--- src/rtl/rob.sv ---
// rob: reorder buffer for the out-of-order core.
//   Circular queue of in-flight instructions: allocated in program order at
//   issue, completed out of order from the CDB, retired in order one per
//   cycle. A mispredicted branch at the head raises a flush and empties the
//   buffer.
//
// Ports
//   clk_in, rst_in (async, active-low), rdy_in (low pauses the block)
//   rob_full, rob_tail_id, rob_head_id          occupancy / pointers
//   inst_input, inst_type, inst_rd,
//   inst_pred_jump                              issue from decoder
//   q1_id/q2_id -> q*_ready, q*_value           operand queries (with CDB bypass)
//   cdb_valid, cdb_rob_id, cdb_value, cdb_jump  result broadcast
//   commit_reg, commit_rd, commit_value,
//   commit_rob_id, commit_store                 registered retire outputs
//   flush, flush_pc                             registered mispredict redirect
module rob #(
  parameter int ROB_SIZE_BIT = 3
) (
  input  logic                    clk_in,
  input  logic                    rst_in,
  input  logic                    rdy_in,
  output logic                    rob_full,
  output logic [ROB_SIZE_BIT-1:0] rob_tail_id,
  output logic [ROB_SIZE_BIT-1:0] rob_head_id,
  input  logic                    inst_input,
  input  logic [1:0]              inst_type,
  input  logic [4:0]              inst_rd,
  input  logic                    inst_pred_jump,
  input  logic [ROB_SIZE_BIT-1:0] q1_id,
  input  logic [ROB_SIZE_BIT-1:0] q2_id,
  output logic                    q1_ready,
  output logic                    q2_ready,
  output logic [31:0]             q1_value,
  output logic [31:0]             q2_value,
  input  logic                    cdb_valid,
  input  logic [ROB_SIZE_BIT-1:0] cdb_rob_id,
  input  logic [31:0]             cdb_value,
  input  logic                    cdb_jump,
  output logic                    commit_reg,
  output logic [4:0]              commit_rd,
  output logic [31:0]             commit_value,
  output logic [ROB_SIZE_BIT-1:0] commit_rob_id,
  output logic                    commit_store,
  output logic                    flush,
  output logic [31:0]             flush_pc
);

  localparam int DEPTH = 1 << ROB_SIZE_BIT;
  localparam logic [ROB_SIZE_BIT:0] FULL_CNT = (ROB_SIZE_BIT+1)'(DEPTH);

  typedef enum logic [1:0] {
    T_REG    = 2'd0,
    T_BRANCH = 2'd1,
    T_STORE  = 2'd2,
    T_RSV    = 2'd3
  } inst_type_e;

  logic [DEPTH-1:0]        r_busy;
  logic [DEPTH-1:0]        r_ready;
  logic [DEPTH-1:0]        r_pred;
  logic [DEPTH-1:0]        r_jump;
  inst_type_e              r_type  [DEPTH];
  logic [4:0]              r_rd    [DEPTH];
  logic [31:0]             r_value [DEPTH];

  logic [ROB_SIZE_BIT-1:0] r_head;
  logic [ROB_SIZE_BIT-1:0] r_tail;
  logic [ROB_SIZE_BIT:0]   r_count;

  logic                    r_commit_reg;
  logic [4:0]              r_commit_rd;
  logic [31:0]             r_commit_value;
  logic [ROB_SIZE_BIT-1:0] r_commit_rob_id;
  logic                    r_commit_store;
  logic                    r_flush;
  logic [31:0]             r_flush_pc;

  logic w_full;
  logic w_commit;
  logic w_mispred;
  logic w_issue;
  logic w_capture;

  assign w_full    = (r_count == FULL_CNT);
  assign w_commit  = rdy_in && r_busy[r_head] && r_ready[r_head];
  assign w_mispred = w_commit && (r_type[r_head] == T_BRANCH) &&
                     (r_jump[r_head] != r_pred[r_head]);
  // Issue uses the registered count, so a commit in the same cycle never
  // makes room for an issue while full. A flushing cycle drops the issue.
  assign w_issue   = rdy_in && inst_input && !w_full && !w_mispred;
  assign w_capture = rdy_in && cdb_valid && r_busy[cdb_rob_id];

  always_ff @(posedge clk_in or negedge rst_in) begin
    if (!rst_in) begin
      r_busy          <= '0;
      r_ready         <= '0;
      r_pred          <= '0;
      r_jump          <= '0;
      for (int i = 0; i < DEPTH; i++) begin
        r_type[i]  <= T_REG;
        r_rd[i]    <= '0;
        r_value[i] <= '0;
      end
      r_head          <= '0;
      r_tail          <= '0;
      r_count         <= '0;
      r_commit_reg    <= 1'b0;
      r_commit_rd     <= '0;
      r_commit_value  <= '0;
      r_commit_rob_id <= '0;
      r_commit_store  <= 1'b0;
      r_flush         <= 1'b0;
      r_flush_pc      <= '0;
    end else begin
      r_commit_reg   <= 1'b0;
      r_commit_store <= 1'b0;
      r_flush        <= 1'b0;

      if (w_mispred) begin
        r_busy     <= '0;
        r_ready    <= '0;
        r_head     <= '0;
        r_tail     <= '0;
        r_count    <= '0;
        r_flush    <= 1'b1;
        r_flush_pc <= r_value[r_head];
      end else begin
        if (w_commit) begin
          r_busy[r_head]  <= 1'b0;
          r_ready[r_head] <= 1'b0;
          r_head          <= r_head + 1'b1;
          case (r_type[r_head])
            T_REG, T_RSV: begin
              r_commit_reg    <= 1'b1;
              // Reserved type retires like REG but never names a register.
              r_commit_rd     <= (r_type[r_head] == T_REG) ? r_rd[r_head] : 5'd0;
              r_commit_value  <= r_value[r_head];
              r_commit_rob_id <= r_head;
            end
            T_STORE: begin
              r_commit_store  <= 1'b1;
              r_commit_rob_id <= r_head;
            end
            default: ;
          endcase
        end

        if (w_capture) begin
          r_ready[cdb_rob_id] <= 1'b1;
          r_value[cdb_rob_id] <= cdb_value;
          r_jump[cdb_rob_id]  <= cdb_jump;
        end

        // The tail slot is never busy when issue is allowed, so this cannot
        // collide with the capture or commit above.
        if (w_issue) begin
          r_busy[r_tail]  <= 1'b1;
          r_ready[r_tail] <= 1'b0;
          r_type[r_tail]  <= inst_type_e'(inst_type);
          r_rd[r_tail]    <= inst_rd;
          r_pred[r_tail]  <= inst_pred_jump;
          r_tail          <= r_tail + 1'b1;
        end

        case ({w_issue, w_commit})
          2'b10:   r_count <= r_count + 1'b1;
          2'b01:   r_count <= r_count - 1'b1;
          default: r_count <= r_count;
        endcase
      end
    end
  end

  assign rob_full    = w_full;
  assign rob_tail_id = r_tail;
  assign rob_head_id = r_head;

  // Same-cycle CDB bypass so the decoder sees a result as it is broadcast.
  always_comb begin
    q1_ready = r_ready[q1_id];
    q1_value = r_value[q1_id];
    q2_ready = r_ready[q2_id];
    q2_value = r_value[q2_id];
    if (cdb_valid && (cdb_rob_id == q1_id)) begin
      q1_ready = 1'b1;
      q1_value = cdb_value;
    end
    if (cdb_valid && (cdb_rob_id == q2_id)) begin
      q2_ready = 1'b1;
      q2_value = cdb_value;
    end
  end

  assign commit_reg    = r_commit_reg;
  assign commit_rd     = r_commit_rd;
  assign commit_value  = r_commit_value;
  assign commit_rob_id = r_commit_rob_id;
  assign commit_store  = r_commit_store;
  assign flush         = r_flush;
  assign flush_pc      = r_flush_pc;

endmodule
--- config.mk ---
export PLATFORM = sky130hd
export DESIGN_NAME = rob
export DESIGN_NICKNAME = d
export VERILOG_FILES = /design/src/rtl/rob.sv
export SDC_FILE = /design/constraint.sdc
export NUM_CORES = 1
export LEC_CHECK = 0
export BUFFER_PORTS_ARGS = -buffer_cell sky130_fd_sc_hd__buf_2
export CORE_ASPECT_RATIO = 1.5
export CORE_MARGIN = 4
export CORE_UTILIZATION = 50
export CTS_CLUSTER_DIAMETER = 50
export DETAILED_ROUTE_END_ITERATION = 6
export HOLD_SLACK_MARGIN = 0.1
export PLACE_DENSITY_LB_ADDON = 0.12
export RECOVER_POWER = 25
export SLEW_MARGIN = 20
export SYNTH_ARGS = -nofsm -noshare
export SYNTH_HDL_FRONTEND = slang
export SYNTH_SLANG_ARGS = --single-unit
--- constraint.sdc ---
create_clock -name clk_in -period 5.09 [get_ports clk_in]
set_clock_uncertainty 0.1 [all_clocks]
set_input_delay 1.018 -clock clk_in [delete_from_list [all_inputs] [get_ports clk_in]]
set_output_delay 1.018 -clock clk_in [all_outputs]
set_load 0.05 [all_outputs]
==> run metrics <==
largest net degree at the start of global routing 110; Starting DRT DRC Count 1,388; total number of vias 17,023; Req. time, crit path 5.44 ns; Worst Tran Pin Value 2.91 ns; post-DR wirelength/cell 28.8 um; area of placed instances 25,800 um^2; pwr dens 628 nW/um^2; initial antenna violation count 5; CTS clk-pin slew, worst paths 0.06 ns; worst-case vdd ir drop 0.423 mV; number of top-level pins 203; Crit. End Element flop; CP Launch Point rob_head_id[0]; status finished with violations; num rows 98; Final Hold Viols 0; crit path DAT 4.54 ns; post-route ant nets 0; final HPWL from detailed placement 49,600 um; Num CTS Buffers 45; FF+latch count, synth 429; fin crit period 4.20 ns; die width 187 um; worst rel slew slack -94.1%; post-synthesis sequential area ratio 44.8%; max FFs per register 256; first-pass GRT wire length 116,000 um; Die Y 276 um; Post-Syn Area 24,000 um^2; violated checks max-capacitance violations, max-slew violations; Hold Path Class flop to flop; Mapped Cells 1,848; final cell area excluding filler cells 27,200 um^2; Clock Latency Late Sink 0.57 ns; GRT Util Overall 28.9%; setup violators final 0; Regs by FF count r_value (256), r_rd (40); Max Slew Vio Count 107; grt total ovfl 0; Mapped Avg Cell Area 13.0 um^2; Post-synth EDFFs 0; Top FF cell, synth dfrtp_1; startpoint types flop; routability cong. 0.884; CTS tree built; ys async rst share 100%; hold_buf cts 0; Worst Hold Launch flush_pc[16]; layout overhead on the synthesized area 13.5%; share of layout cells above drive strength 1 43.9%; Worst Setup Path Type flop to flop; Achievable Freq 238 MHz; peak fanout along the critical path 37; post-CTS resize count 0; core area 47,600 um^2; H-tree lvl count 2; Layout Nets 2,056; DIE AREA 51,600 um^2; post-route DRC violation count 0; Vias/cell 6.49; Setup TNS 0 ns; Tcrit/Tclk final 82.4%; IO Port Bufs 202; # Max-Cap Violations 1; unrepaired setup endpoints after global routing no; Yosys cell types 67; clock root buffer clkbuf_16; Syn. warnings 0; net count after synthesis 1,912; Critical R2R Launch rob_head_id[0]; Biggest register r_value; drt first pass iters 5; clk buf depth 3; post-CTS setup buffer count 0; Leak 12.6 nW; final WL 75,400 um; vias in the first global route 18,021; CTS Sinks 429; Starting Density 50.4%
[worst max-delay path, cell delays in order (launching register included)]
cell and delay, ns:
dfrtp_4 0.63, buf_4 0.47, nor3_2 0.13, a221oi_1 0.28, and3_1 0.25, inv_1 0.07, ha_1 0.21, nand3_2 0.26
inv_2 0.13, buf_4 0.22, or4_1 0.87, mux2_4 0.42
[routing by layer]
layer	global-route usage, %	vias to the layer above	routed length (um)
met1	36.2	8912	28900
met4	13.6	2	4070
met3	4.00	187	4270
met2	49.8	671	38200
li1	-	7251	-
met5	0	-	8
[stage by stage]
step	power (mW)	setup WS [ns]	cells	utilization, %	hold WS (ns)
after floorplan	11.2	0.00395	1848	-	0.374
after global placement	13.6	1.00	2545	54.2	0.362
after detailed placement	13.8	0.929	2545	54.2	0.366
after CTS	17.1	0.908	2618	57.2	0.379
after global routing	17.9	0.349	2620	57.2	0.404
final	17.1	0.895	2622	57.2	0.370
[synth_stat cells (all sizes together), types with 3 or more instances]
library cell	number	area (um^2)
nand3	21	110
o2111ai	5	43.8
inv	16	60.1
nand2b	3	18.8
and3	5	31.3
o211ai	4	30.0
a22o	7	61.3
mux2i	93	935
nor3	9	50.1
a221oi	30	263
o22ai	10	62.6
nand2	72	270
a22oi	38	285
a221o	5	50.1
nand4	4	25.0
a21oi	121	606
a222oi	4	40.0
a31oi	13	100
a211oi	5	37.5
mux4	145	3270
ha	8	100
or3	4	25.0
clkbuf	93	377
o21ai	56	280
nor2b	4	25.0
a21boi	3	22.5
mux2	367	4600
dfrtp	429	10700
nand3b	5	37.5
xnor2	12	113
nor2	138	518
buf	86	475
o22a	5	43.8
[layout by cell type (no fill, tap or decap), types with 8 or more instances in the layout]
master     instances
a22oi_1           38
nand2_1           72
dfrtp_1          426
mux2i_1           92
clkbuf_16         45
nor2_1           136
mux2_4           124
buf_4             60
a221oi_1          30
o22ai_1           10
clkbuf_8          11
buf_2            195
xnor2_1           11
o21ai_0           56
a31oi_1            9
ha_1               8
mux2_2           243
a21oi_1          121
buf_12            19
mux4_2           145
inv_1             15
nand3_1           20
[report_power, final]
part           switching, mW  internal, mW
clock                   1.41          1.88
combinational           4.70          3.21
sequential              1.22          4.68
[layout make-up]
class | instances | area, um^2
Tap cell | 600 | 751
Inverter | 17 | 63.8
Sequential cell | 429 | 10700
Fill cell | 3975 | 20400
Clock buffer | 61 | 1300
Timing Repair Buffer | 276 | 1820
Multi-Input combinational cell | 1223 | 12400
Clock inverter | 12 | 133
Antenna cell | 4 | 10.0
[path summary, 6_finish.rpt]
kind                           endpoint  slack [ns]  cells past startpoint
setup / recovery                r_rd[9]        0.89                     11
hold / removal             flush_pc[16]        0.37                      2
setup reg to reg                r_rd[9]        0.89                     11
hold reg to reg            flush_pc[16]        0.37                      2
max in group asynchronous  r_value[202]        0.99                      2
min in group asynchronous      r_rd[34]        1.26                      1
[kinds of logic after synthesis]
logic type	after synthesis	synth area share (%)
compound gates	320	8.59
xor+xnor	14	0.543
mux	605	36.7
flops	429	44.8
buf+inv	196	3.82
simple gates	275	5.08
fa+ha+maj	9	0.501
Power figures use the tool's default switching activity.
